==> config.mk <==
export PLATFORM = sky130hd
export DESIGN_NAME = simon_screen_compositor
export DESIGN_NICKNAME = d
export VERILOG_FILES = /design/src/rtl/simon_pkg.sv /design/src/rtl/simon_delay_line.sv /design/src/rtl/simon_screen_compositor.sv
export SDC_FILE = /design/constraint.sdc
export NUM_CORES = 1
export LEC_CHECK = 0
export ABC_CLOCK_PERIOD_IN_PS = 4300
export CAP_MARGIN = 20
export CORE_ASPECT_RATIO = 1.2
export CORE_MARGIN = 4
export CORE_UTILIZATION = 35
export DETAILED_ROUTE_END_ITERATION = 12
export PLACE_DENSITY_LB_ADDON = 0.08
export SLEW_MARGIN = 30
export SYNTH_ARGS = -nofsm -noshare
export SYNTH_HDL_FRONTEND = slang
export SYNTH_SLANG_ARGS = --single-unit
==> constraint.sdc <==
create_clock -name clk -period 4.3 [get_ports clk]
set_input_delay 0.645 -clock clk [delete_from_list [all_inputs] [get_ports clk]]
set_output_delay 0.645 -clock clk [all_outputs]
set_load 0.1 [all_outputs]
==> src/rtl/simon_pkg.sv <==
// Shared definitions for the Simon game video path: palette, background
// state encoding, screen indices and the button-to-colour priority map.
package simon_pkg;

  localparam logic [11:0] COL_RED    = 12'hF00;
  localparam logic [11:0] COL_BLUE   = 12'h01F;
  localparam logic [11:0] COL_YELLOW = 12'hFF0;
  localparam logic [11:0] COL_GREEN  = 12'h0F0;
  localparam logic [11:0] COL_WHITE  = 12'hFFF;
  localparam logic [11:0] COL_BLACK  = 12'h000;

  typedef enum logic [1:0] {
    WHITE = 2'd0,
    IDLE  = 2'd1,
    PRESS = 2'd2,
    HOLD  = 2'd3
  } bg_state_t;

  localparam int SCR_BOARD  = 0;
  localparam int SCR_RED    = 1;
  localparam int SCR_BLUE   = 2;
  localparam int SCR_YELLOW = 3;
  localparam int SCR_GREEN  = 4;
  localparam int SCR_LOSE   = 5;
  localparam int SCR_START  = 7;

  // Buttons are {up,right,down,left}; up has highest priority.
  function automatic logic [11:0] btn_colour(input logic [3:0] b);
    logic [11:0] c;
    c = COL_BLACK;
    if (b[3])      c = COL_RED;
    else if (b[2]) c = COL_BLUE;
    else if (b[1]) c = COL_YELLOW;
    else if (b[0]) c = COL_GREEN;
    return c;
  endfunction

endpackage

==> src/rtl/simon_delay_line.sv <==
// Fixed-depth shift register used to align per-pixel flags with the
// image-ROM read latency. Cleared on reset so no stale pixel survives.
module simon_delay_line #(
  parameter int W     = 1,
  parameter int DEPTH = 1
) (
  input  logic         clk,
  input  logic         rst,
  input  logic [W-1:0] d_i,
  output logic [W-1:0] q_o
);

  logic [W-1:0] stage_q [DEPTH];

  // Shift the flags one stage per clock; stage 0 takes the new sample.
  always_ff @(posedge clk or posedge rst) begin
    if (rst) begin
      for (int i = 0; i < DEPTH; i++) stage_q[i] <= '0;
    end else begin
      stage_q[0] <= d_i;
      for (int i = 1; i < DEPTH; i++) stage_q[i] <= stage_q[i-1];
    end
  end

  assign q_o = stage_q[DEPTH-1];

endmodule

==> src/rtl/simon_screen_compositor.sv <==
// Simon VGA pixel compositor: picks one image-ROM stream inside a fixed
// window, a button-driven background elsewhere, and blanks outside active
// video. Screen selection is latched only at frame start so frames never
// tear; the background lingers for a number of frames after release.
module simon_screen_compositor
  import simon_pkg::*;
#(
  parameter int                     NUM_SCREENS = 8,
  parameter int                     SEL_W       = 3,
  parameter logic [NUM_SCREENS-1:0] SCREEN_EN   = 8'b1011_1111,
  parameter int                     ROM_LATENCY = 1,
  parameter int                     WIN_X0      = 250,
  parameter int                     WIN_Y0      = 125,
  parameter int                     WIN_W       = 381,
  parameter int                     WIN_H       = 251,
  parameter int                     HOLD_FRAMES = 15
) (
  input  logic                      clk,
  input  logic                      rst,
  input  logic [9:0]                hCount,
  input  logic [9:0]                vCount,
  input  logic                      bright,
  input  logic [SEL_W-1:0]          screen_sel,
  input  logic [12*NUM_SCREENS-1:0] screen_data,
  input  logic [3:0]                btn,
  output logic [11:0]               rgb,
  output logic [11:0]               background,
  output logic                      frame_start
);

  // A zero hold time still needs a one-bit counter to keep widths legal.
  localparam int CNT_W = (HOLD_FRAMES > 0) ? $clog2(HOLD_FRAMES + 1) : 1;

  logic             at_origin;
  logic             fs_evt;
  logic             origin_q;
  logic             frame_start_q;
  logic [SEL_W-1:0] active_sel_q;
  logic [10:0]      h_ext;
  logic [10:0]      v_ext;
  logic             win_hit;
  logic [1:0]       align;
  logic             bright_al;
  logic             hit_al;
  logic [11:0]      scr_pix;
  logic             scr_ok;
  logic [11:0]      rgb_d;
  logic [11:0]      rgb_q;
  bg_state_t        state_q;
  logic [11:0]      bg_q;
  logic [CNT_W-1:0] cnt_q;

  // Frame start fires on the first clock at (0,0), not on every dwell clock.
  assign at_origin = (hCount == 10'd0) && (vCount == 10'd0);
  assign fs_evt    = at_origin && !origin_q;

  // Track the previous origin flag and latch the screen select per frame.
  always_ff @(posedge clk or posedge rst) begin
    if (rst) begin
      origin_q      <= 1'b0;
      frame_start_q <= 1'b0;
      active_sel_q  <= SEL_W'(SCR_BOARD);
    end else begin
      origin_q      <= at_origin;
      frame_start_q <= fs_evt;
      if (fs_evt) active_sel_q <= screen_sel;
    end
  end

  // Window test is done one bit wider so the exclusive far edge never overflows.
  assign h_ext   = {1'b0, hCount};
  assign v_ext   = {1'b0, vCount};
  assign win_hit = (h_ext >= 11'(WIN_X0)) && (h_ext < 11'(WIN_X0 + WIN_W)) &&
                   (v_ext >= 11'(WIN_Y0)) && (v_ext < 11'(WIN_Y0 + WIN_H));

  // Stage boundary: coordinates -> ROM-aligned flags (ROM_LATENCY clocks).
  simon_delay_line #(
    .W     (2),
    .DEPTH (ROM_LATENCY)
  ) u_align (
    .clk (clk),
    .rst (rst),
    .d_i ({bright, win_hit}),
    .q_o (align)
  );

  assign bright_al = align[1];
  assign hit_al    = align[0];

  // Select the active stream; indices beyond NUM_SCREENS never match.
  always_comb begin
    scr_pix = COL_BLACK;
    scr_ok  = 1'b0;
    for (int i = 0; i < NUM_SCREENS; i++) begin
      if (active_sel_q == SEL_W'(i)) begin
        scr_pix = screen_data[12*i +: 12];
        scr_ok  = SCREEN_EN[i];
      end
    end
    rgb_d = bg_q;
    if (!bright_al)           rgb_d = COL_BLACK;
    else if (hit_al && scr_ok) rgb_d = scr_pix;
  end

  // Stage boundary: aligned flags + ROM data -> registered pixel.
  always_ff @(posedge clk or posedge rst) begin
    if (rst) rgb_q <= COL_BLACK;
    else     rgb_q <= rgb_d;
  end

  // Background FSM: buttons override everything, hold counts frame starts.
  always_ff @(posedge clk or posedge rst) begin
    if (rst) begin
      state_q <= WHITE;
      bg_q    <= COL_WHITE;
      cnt_q   <= '0;
    end else begin
      case (state_q)
        WHITE: begin
          if (|btn) begin
            state_q <= PRESS;
            bg_q    <= btn_colour(btn);
          end else if (fs_evt) begin
            state_q <= IDLE;
            bg_q    <= COL_BLACK;
          end
        end
        IDLE: begin
          if (|btn) begin
            state_q <= PRESS;
            bg_q    <= btn_colour(btn);
          end
        end
        PRESS: begin
          if (|btn) begin
            bg_q <= btn_colour(btn);
          end else if (HOLD_FRAMES == 0) begin
            state_q <= IDLE;
            bg_q    <= COL_BLACK;
          end else begin
            state_q <= HOLD;
            cnt_q   <= CNT_W'(HOLD_FRAMES);
          end
        end
        HOLD: begin
          if (|btn) begin
            state_q <= PRESS;
            bg_q    <= btn_colour(btn);
          end else if (fs_evt) begin
            if (cnt_q <= CNT_W'(1)) begin
              state_q <= IDLE;
              bg_q    <= COL_BLACK;
              cnt_q   <= '0;
            end else begin
              cnt_q <= cnt_q - CNT_W'(1);
            end
          end
        end
        default: begin
          state_q <= WHITE;
          bg_q    <= COL_WHITE;
          cnt_q   <= '0;
        end
      endcase
    end
  end

  assign rgb         = rgb_q;
  assign background  = bg_q;
  assign frame_start = frame_start_q;

endmodule
==> run_results.csv, run 1 <==
group,metric,value,unit
min_path,hold_end,"background[3]",
cts,numCtsBuffers,5,
finish,instances_no_fill,489,
setup_path,worst-path-stages,1,
setup_path,r2r-start,"active_sel_q[0]",
cts,clkSinkCount,29,
global_routing,globalRouteTotalUtil,19.6,%
yosys,seq_area_frac_synth,31.3,%
cts,cts_buffer_depth,2,
sta,tns,0,ps
sta,fmax,373,MHz
setup_path,r2r_end,"rgb[8]",
drt,via_count,2576,
cts,cts-resized-gates,0,
global_routing,grt.busiest_layer,"met2",
finish,final_net_count,535,
cts,clk_root_buffer_cell,"clkbuf_8",
setup_path,worstPathRequired,3650,ps
setup_path,crit_type,"reg -> out",
yosys,synth_edf_count,0,
cts,htreeDepth,2,
place,dpl_cell_area,0.00373,mm2
setup_path,path_cells,"clkdlybuf4s50_1",
global_routing,use_met3,4.73,%
finish,area_delta_synth_final,64.3,%
setup_path,end_kind,"output port",
sta,post-route-min-period,2680,ps
global_routing,grt_use_met2,34.8,%
die,die-area,0.00804,mm2
min_path,hold_path.class,"reg -> reg",
cts,post_cts_buffers,0,
sta,rsz0062_at_grt,"no",
sta,tightest_slew,1030,ps
setup_path,slowest_delay,1160,ps
yosys,synth_cell_types,54,
die,dieWidth,82.5,um
global_routing,antenna_found_initial,0,
outcome,outcome,"finished clean",
cts,insertion_delay,270,ps
finish,ff_latch_area,731,um2
place,dp_hpwl,6.60,mm
finish,drive_above_1_share,9.65,%
setup_path,cp_top_family,"buffers and inverters",
global_routing,grt_pass1_wl,12.3,mm
place,port_buffers,139,
die,initial_core_util,36.2,%
global_routing,grt_max_degree,27,
yosys,syn-cell-area,0.00233,mm2
die,core-area,0.00645,mm2
setup_path,r2r_slack,2020,ps
die,core.rowCount,32,
yosys,syn_avg_cell_area,8.45,um2
sta,slew_headroom,30.9,%
yosys,ys_seq_elements,29,
sta,finalSetupViolCount,0,
yosys,postSynthCellCount,276,
finish,fill_cells,568,
cts,holdBufCountCts,0,
min_path,hold_path_depth,2,
cts,cts_tree,"yes",
power,power_leakage,1.48,nW
finish,antennaDiodeCount,0,
setup_path,path_buf_inv,1,
setup_path,worstSetupStartpoint,"background[3]",
setup_path,cp_max_fo,7,
drt,drtIter0Drc,85,
sta,skew,5.48,ps
setup_path,worstRegToRegCells,6,
flow_run,cap_violations,0,
min_path,worstHoldStart,"background[3]",
global_routing,gr-total-overflow,0,
yosys,synth_fp_nets,408,
die,fp.dieH,97.4,um
die,ios,151,
yosys,synth_flop_cell,"dfrtp_1",
cts,cts.clk_slew.worst_paths,60,ps
global_routing,grt_pass1_vias,2475,
finish,fin_area,0.00383,mm2
drt,ant_nets,0,
place,dp.cells,481,
sta,min_period_over_period,62.4,%
sta,maxSlewViolCount,0,
finish,multi_input_area,0.00145,mm2
drt,first_pass_iters,5,
power,ir_worst_vdd,0.313,mV
drt,viasPerCell,5.27,
place,gp_congestion,0.792,
sta,hold_viol_final,0,
drt,wl_per_cell,16.8,um
power,power_density,287,mW/mm2
setup_path,critPathLaunchType,"register",
yosys,synthArstFlopShare,100,%
yosys,yosys_warnings,0,
setup_path,worst_ep_arrival_time,2040,ps
setup_path,crit_slowest_cell,"clkdlybuf4s50_1",
global_routing,gr-usage-met1,22.6,%
drt,routed_wl,8.20,mm
drt,drc,0,
==> metal layers <==
layer  routed length, um  vias to the layer above
met5                   0                        -
met4                 140                        0
met3                 812                       10
met2                4140                       97
met1                3110                     1182
li1                    -                     1287
==> cell type report <==
class	instances	area share, %
timing repair buffer	143	36.9
clock buffer	7	2.51
multi-input combinational	217	37.9
sequential	29	19.1
clock inverter	1	0.131
inverter	7	0.685
tap	85	2.77
==> registers in the layout, summed over array words and instances, names as in the netlist <==
signal        flops
u_align.q_o       2
rgb              12
background        4
cnt_q             4
state_q           2
origin_q          1
active_sel_q      3
frame_start       1
==> logic make-up (layout without fill, tap and decap cells) <==
| logic type | count (synthesis) | in the layout | synth area share [%] |
|---|---|---|---|
| compound gates | 91 | 91 | 27.0 |
| fa+ha+maj | 6 | 6 | 3.22 |
| buf+inv | 30 | 158 | 6.43 |
| flops | 29 | 29 | 31.3 |
| mux | 21 | 21 | 9.54 |
| simple gates | 99 | 99 | 22.5 |
==> placed cells by master (no fill, tap or decap), drive strengths merged, types with 2 or more instances in the layout <==
cell type | Yosys | routed
clkdlybuf4s50 | 0 | 138
nand2 | 27 | 27
dfrtp | 25 | 25
nor2 | 20 | 20
a21oi | 19 | 19
o21ai | 18 | 18
nor2b | 12 | 12
mux2i | 11 | 11
mux2 | 10 | 10
nor3 | 8 | 8
clkbuf | 5 | 7
nor4 | 7 | 7
inv | 7 | 7
ha | 6 | 6
nand3 | 5 | 5
a31oi | 5 | 5
nand4 | 5 | 5
o22a | 5 | 5
a221oi | 5 | 5
buf | 18 | 5
nand3b | 4 | 4
o211ai | 4 | 4
a21o | 4 | 4
o21bai | 4 | 4
nand2b | 4 | 4
a22o | 4 | 4
dfstp | 4 | 4
a22oi | 3 | 3
o22ai | 3 | 3
o31ai | 2 | 2
a31o | 2 | 2
a222oi | 2 | 2
o221a | 2 | 2
o221ai | 2 | 2
or4 | 2 | 2
==> per-stage QoR <==
stage	hold WS, ps	total power, mW	setup WS [ps]	utilization [%]
2_1_floorplan	520	0.677	2180	-
5_1_grt	579	1.16	1570	59.5
3_5_place_dp	555	0.863	1570	57.9
4_1_cts	566	1.11	1600	59.5
3_3_place_gp	539	0.858	1600	58.0
6_report	556	1.10	1620	59.5
==> how the worst max path moves through the flow <==
| stage | to | slack, ps |
|---|---|---|
| 6_report | background[2] | 1620 |
| 2_1_floorplan | state_q[0] | 2180 |
| 3_3_place_gp | state_q[0] | 1600 |
| 4_1_cts | background[2] | 1600 |
| 3_5_place_dp | state_q[0] | 1570 |
| 5_1_grt | background[0] | 1570 |
==> synthesized netlist by cell type (all sizes together), types with 3 or more instances <==
library cell | number | area [um2]
a21o | 4 | 30.0
a21oi | 19 | 95.1
a221oi | 5 | 50.0
a22o | 4 | 35.0
a22oi | 3 | 22.5
a31oi | 5 | 31.3
buf | 18 | 105
clkbuf | 5 | 18.8
dfrtp | 25 | 626
dfstp | 4 | 105
ha | 6 | 75.1
inv | 7 | 26.3
mux2 | 10 | 113
mux2i | 11 | 110
nand2 | 27 | 109
nand2b | 4 | 25.0
nand3 | 5 | 25.0
nand3b | 4 | 30.0
nand4 | 5 | 31.3
nor2 | 20 | 82.6
nor2b | 12 | 75.1
nor3 | 8 | 40.0
nor4 | 7 | 50.1
o211ai | 4 | 30.0
o21ai | 18 | 90.1
o21bai | 4 | 30.0
o22a | 5 | 43.8
o22ai | 3 | 18.8
==> power breakdown <==
part	internal (mW)	switching, mW	leakage (nW)
combinational	0.206	0.310	1.06
clock	0.144	0.0975	0.0542
sequential	0.310	0.0315	0.360
(Power assumes the default switching activity.)
==> inputs of run 2 (changes only) <==
--- a/config.mk
+++ b/config.mk
@@ -5,7 +5,7 @@
 export SDC_FILE = /design/constraint.sdc
 export NUM_CORES = 1
 export LEC_CHECK = 0
-export ABC_CLOCK_PERIOD_IN_PS = 4300
+export ABC_CLOCK_PERIOD_IN_PS = 2500
 export CAP_MARGIN = 20
 export CORE_ASPECT_RATIO = 1.2
 export CORE_MARGIN = 4
==> constraint.sdc (replaced) <==
create_clock -name clk -period 2.5 [get_ports clk]
set_input_delay 0.375 -clock clk [delete_from_list [all_inputs] [get_ports clk]]
set_output_delay 0.375 -clock clk [all_outputs]
set_load 0.1 [all_outputs]
==> run 2 against run 1 <==
Net effect: combinational power up 71%; first-iteration DRC count down 9.4%; critical path depth up 5; register-to-register slack worse by 1500 ps; wire length up 0.70%; sequential power up 72%; flip-flop and latch count unchanged.
==> run_results.csv, run 2 (synthesis gave the netlist of run 1 again) <==
group,metric,value,unit
sta,finalSetupViolCount,0,
die,fp.dieH,97.4,um
die,core-area,0.00645,mm2
power,power_density,481,mW/mm2
setup_path,crit_end,"state_q[0]",
die,core.rowCount,32,
sta,tightest_slew,551,ps
setup_path,worstPathRequired,2680,ps
global_routing,gr-total-overflow,0,
place,port_buffers,139,
sta,hold_viol_final,0,
cts,cts_buffer_depth,2,
cts,clk_root_buffer_cell,"clkbuf_8",
place,dp_hpwl,6.67,mm
finish,area_delta_synth_final,62.9,%
power,comb_power_share,48.2,%
cts,htreeDepth,2,
global_routing,grt_max_degree,30,
setup_path,r2r_end,"state_q[0]",
setup_path,r2r-start,"cnt_q[0]",
outcome,outcome,"finished clean",
finish,mostFrequentLayoutCells,"114 x clkdlybuf4s50_1, 35 x buf_4, 26 x nand2_1",
setup_path,cp_max_fo,3,
sta,maxSlewViolCount,0,
global_routing,grt_pass1_vias,2597,
die,initial_core_util,36.2,%
place,gp_congestion,0.846,
drt,viasPerCell,5.23,
flow_run,cap_violations,0,
power,power_frac_clock,19.7,%
die,die-area,0.00804,mm2
power,cell_internal_pwr,1.07,mW
power,ir_worst_vdd,0.546,mV
cts,holdBufCountCts,0,
sta,slew_headroom,62.9,%
drt,via_count,2591,
die,dieWidth,82.5,um
cts,numCtsBuffers,5,
cts,cts-resized-gates,0,
min_path,hold_path.class,"in -> async",
sta,post-route-min-period,2140,ps
cts,cts_tree,"yes",
setup_path,r2r_slack,540,ps
setup_path,worstRegToRegCells,7,
setup_path,critPathLaunchType,"primary input",
cts,clkSinkCount,29,
drt,ant_nets,0,
drt,routed_wl,8.26,mm
setup_path,worstSetupStartpoint,"hCount[7]",
drt,first_pass_iters,4,
cts,cts.clk_slew.worst_paths,60,ps
sta,rsz0062_at_grt,"no",
global_routing,antenna_found_initial,0,
power,pwr-share-seq,32.1,%
sta,min_period_over_period,85.7,%
finish,largest_register_ffs,12,
finish,final_net_count,541,
drt,wl_per_cell,16.7,um
finish,post-route-util,59.0,%
power,power_leakage,1.53,nW
sta,tns,0,ps
cts,post_cts_buffers,0,
global_routing,globalRouteTotalUtil,20.0,%
setup_path,crit_type,"in -> reg",
power,power_switching,0.761,mW
global_routing,grt_pass1_wl,12.6,mm
setup_path,worst_ep_arrival_time,2320,ps
power,p_sw_share,41.6,%
drt,drtIter0Drc,77,
sta,skew,1.43,ps
sta,fmax,467,MHz
cts,insertion_delay,270,ps
finish,antennaDiodeCount,0,
die,ios,151,
setup_path,end_kind,"register",
finish,drive_above_1_share,16.6,%
finish,layout_commonest_cell,"clkdlybuf4s50_1",
drt,drc,0,
## run 2: metrics by stage
stage	total power, mW	instance area, um2	hold WS (ps)	cells	setup slack, ps
finish	1.83	3800	474	495	358
global route	1.93	3800	511	495	235
CTS	1.85	3800	488	495	366
detailed placement	1.48	3720	557	487	89.4
global placement	1.46	3720	546	487	96.1
floorplan	1.16	2330	406	276	653
## run 2: final cells by class
class	count	area, um2
clock inverters	2	10.0
fillers	606	2640
multi-input cells	217	1450
clock buffers	6	72.6
repair buffers	149	1400
flip-flops and latches	29	731
inverters	7	26.3
well taps	85	106
## run 2: worst min-delay path by stage
| stage | startpoint | endpoint | slack (ps) | cells past startpoint |
|---|---|---|---|---|
| floorplan | bright | u_align.q_o[1] | 410 | 0 |
| global placement | background[3] | background[3] | 550 | 2 |
| detailed placement | background[3] | background[3] | 560 | 2 |
| global route | rst | cnt_q[1] | 510 | 3 |
| finish | rst | cnt_q[3] | 470 | 3 |
| CTS | rst | cnt_q[1] | 490 | 3 |
## run 2: power groups by stage
stage          logic [mW]  registers (mW)  clock network, mW
2_1_floorplan       0.395           0.769                  0
3_3_place_gp        0.871           0.592                  0
3_5_place_dp        0.881           0.595                  0
4_1_cts             0.886           0.587              0.378
5_1_grt             0.939           0.597              0.399
6_report            0.882           0.587              0.360
## run 2: worst max-delay path: stages
cell and delay [ps]:
clkdlybuf4s50_1 460, or4_4 580, nor2_4 150, nand3_1 140
a221o_1 350, a221oi_2 270
## run 2: routing by layer
layer  up-vias  track usage, %  share of wire [%]
li1       1309               -                  -
met3         8            3.99                8.9
met1      1187            24.0                 41
met4         0            5.16                1.2
met5         -               0                  0
met2        87            35.2                 49
==> inputs of run 3 (changes only) <==
--- a/config.mk
+++ b/config.mk
@@ -9,9 +9,10 @@
 export CAP_MARGIN = 20
 export CORE_ASPECT_RATIO = 1.2
 export CORE_MARGIN = 4
-export CORE_UTILIZATION = 35
+export CORE_UTILIZATION = 37
 export DETAILED_ROUTE_END_ITERATION = 12
 export PLACE_DENSITY_LB_ADDON = 0.08
+export SETUP_SLACK_MARGIN = 0.15
 export SLEW_MARGIN = 30
 export SYNTH_ARGS = -nofsm -noshare
 export SYNTH_HDL_FRONTEND = slang
==> run 3 against run 2 <==
Net effect: power grew 0.45%; maximum frequency shrank 2.0%; register-to-register slack lost 80 ps; critical endpoint unchanged; largest cell class unchanged; clock power grew 1%; utilization grew 3.4 points.
==> run_results.csv, run 3 (synthesis gave the netlist of run 1 again) <==
group,metric,value,unit
outcome,outcome,"finished clean",
global_routing,grt_pass1_vias,2416,
finish,final_net_count,539,
setup_path,worstRegToRegCells,7,
sta,fmax,458,MHz
sta,finalSetupViolCount,0,
cts,clkSinkCount,29,
power,power_switching,0.769,mW
place,gp_congestion,0.876,
cts,numCtsBuffers,5,
place,dpl_cell_area,0.00371,mm2
cts,cts.clk_slew.worst_paths,60,ps
power,power_leakage,1.53,nW
cts,cts-resized-gates,0,
setup_path,r2r_slack,460,ps
finish,ff_latch_area,731,um2
setup_path,slowest_delay,580,ps
cts,cts_buffer_depth,2,
setup_path,crit_slowest_cell,"or4_4",
die,dieWidth,80.5,um
finish,mostFrequentLayoutCells,"114 x clkdlybuf4s50_1, 32 x buf_4, 26 x nand2_1",
flow_run,cap_violations,0,
cts,clk_root_buffer_cell,"clkbuf_8",
drt,routed_wl,8.27,mm
finish,largest_register_ffs,12,
place,dp_hpwl,6.66,mm
setup_path,path_cells,"clkdlybuf4s50_1 > or4_4 > nor2_4 > nand3_1 > a221o_1 > a221oi_2",
sta,skew,6.00,ps
die,ios,151,
finish,antennaDiodeCount,0,
sta,tns,0,ps
drt,wl_per_cell,16.9,um
power,pwr-share-seq,32.1,%
setup_path,worstPathRequired,2680,ps
place,dp.cells,482,
min_path,hold_path.class,"in -> async",
drt,via_count,2592,
setup_path,end_kind,"register",
die,core-area,0.00609,mm2
finish,drive_above_1_share,16.2,%
cts,holdBufCountCts,0,
drt,drtIter0Drc,87,
die,die-area,0.00765,mm2
global_routing,grt_pass1_wl,12.3,mm
drt,viasPerCell,5.29,
power,comb_power_share,48.1,%
cts,htreeDepth,2,
sta,hold_viol_final,0,
drt,ant_nets,0,
place,port_buffers,139,
power,power_frac_clock,19.8,%
setup_path,cp_top_family,"simple AND/OR/NAND/NOR gates",
setup_path,r2r_end,"state_q[0]",
finish,instances_no_fill,490,
global_routing,gr-total-overflow,0,
finish,fill_cells,569,
cts,post_cts_buffers,0,
setup_path,cp_max_fo,3,
sta,worst_slack,315,ps
sta,rsz0062_at_grt,"no",
place,pre_cts_ws,51.6,ps
power,cell_internal_pwr,1.07,mW
finish,multi_input_area,0.00145,mm2
drt,first_pass_iters,4,
die,fp.dieH,95.0,um
die,initial_core_util,38.3,%
global_routing,antenna_found_initial,0,
setup_path,critPathLaunchType,"primary input",
die,core.rowCount,31,
cts,insertion_delay,280,ps
setup_path,path_buf_inv,1,
sta,min_period_over_period,87.4,%
power,ir_worst_vdd,0.434,mV
sta,maxSlewViolCount,0,
global_routing,grt_max_degree,36,
global_routing,globalRouteTotalUtil,20.7,%
setup_path,r2r-start,"cnt_q[0]",
finish,area_delta_synth_final,62.7,%
power,power_density,484,mW/mm2
finish,fin_area,0.00380,mm2
drt,drc,0,
sta,slew_headroom,66.0,%
power,p_sw_share,41.8,%
setup_path,worst_ep_arrival_time,2360,ps
setup_path,crit_type,"in -> reg",
finish,layout_commonest_cell,"clkdlybuf4s50_1",
sta,tightest_slew,505,ps
sta,post-route-min-period,2190,ps
sta,whs,467,ps
cts,cts_tree,"yes",
==> run 3: cell types whose count changed in the layout (fill, tap and decap cells not counted), sizes merged <==
cell / delta
buf: -2
==> run 3: power groups by stage <==
| stage | logic (mW) | registers, mW | clock network (mW) |
|---|---|---|---|
| 6_report | 0.883 | 0.590 | 0.364 |
| 3_3_place_gp | 0.868 | 0.595 | 0 |
| 3_5_place_dp | 0.882 | 0.598 | 0 |
| 5_1_grt | 0.943 | 0.599 | 0.401 |
| 2_1_floorplan | 0.395 | 0.769 | 0 |
| 4_1_cts | 0.887 | 0.590 | 0.374 |
==> run 3: worst min-delay path, cell delays in order <==
cell and delay, ps:
clkdlybuf4s50_1 390, inv_1 50, buf_4 330
==> run 3: routing by layer <==
layer	track usage, %	part of all wire (%)
met2	36.9	51
met5	0	0
met3	5.06	8.4
met4	4.23	0.56
met1	25.2	40
==> run 3: cell type report <==
cell class / instances / area share (%)
timing repair buffer: 147 / 36.9
tap: 82 / 2.70
clock buffer: 6 / 1.91
sequential: 29 / 19.2
multi-input combinational: 217 / 38.3
inverter: 7 / 0.692
clock inverter: 2 / 0.264
==> run 3: how the worst max path moves through the flow <==
| stage | from | to | slack (ps) | depth (start not counted) |
|---|---|---|---|---|
| CTS | hCount[7] | state_q[0] | 320 | 6 |
| global placement | hCount[7] | state_q[0] | 90 | 6 |
| global route | hCount[3] | state_q[0] | 230 | 6 |
| floorplan | hCount[7] | state_q[0] | 650 | 5 |
| finish | hCount[7] | state_q[0] | 310 | 6 |
| detailed placement | hCount[7] | state_q[0] | 50 | 6 |
==> run 3: metrics by stage <==
| step | utilization (%) | total power [mW] |
|---|---|---|
| 2_1_floorplan | - | 1.16 |
| 3_3_place_gp | 61.0 | 1.46 |
| 3_5_place_dp | 61.0 | 1.48 |
| 4_1_cts | 62.3 | 1.85 |
| 5_1_grt | 62.3 | 1.94 |
| 6_report | 62.3 | 1.84 |
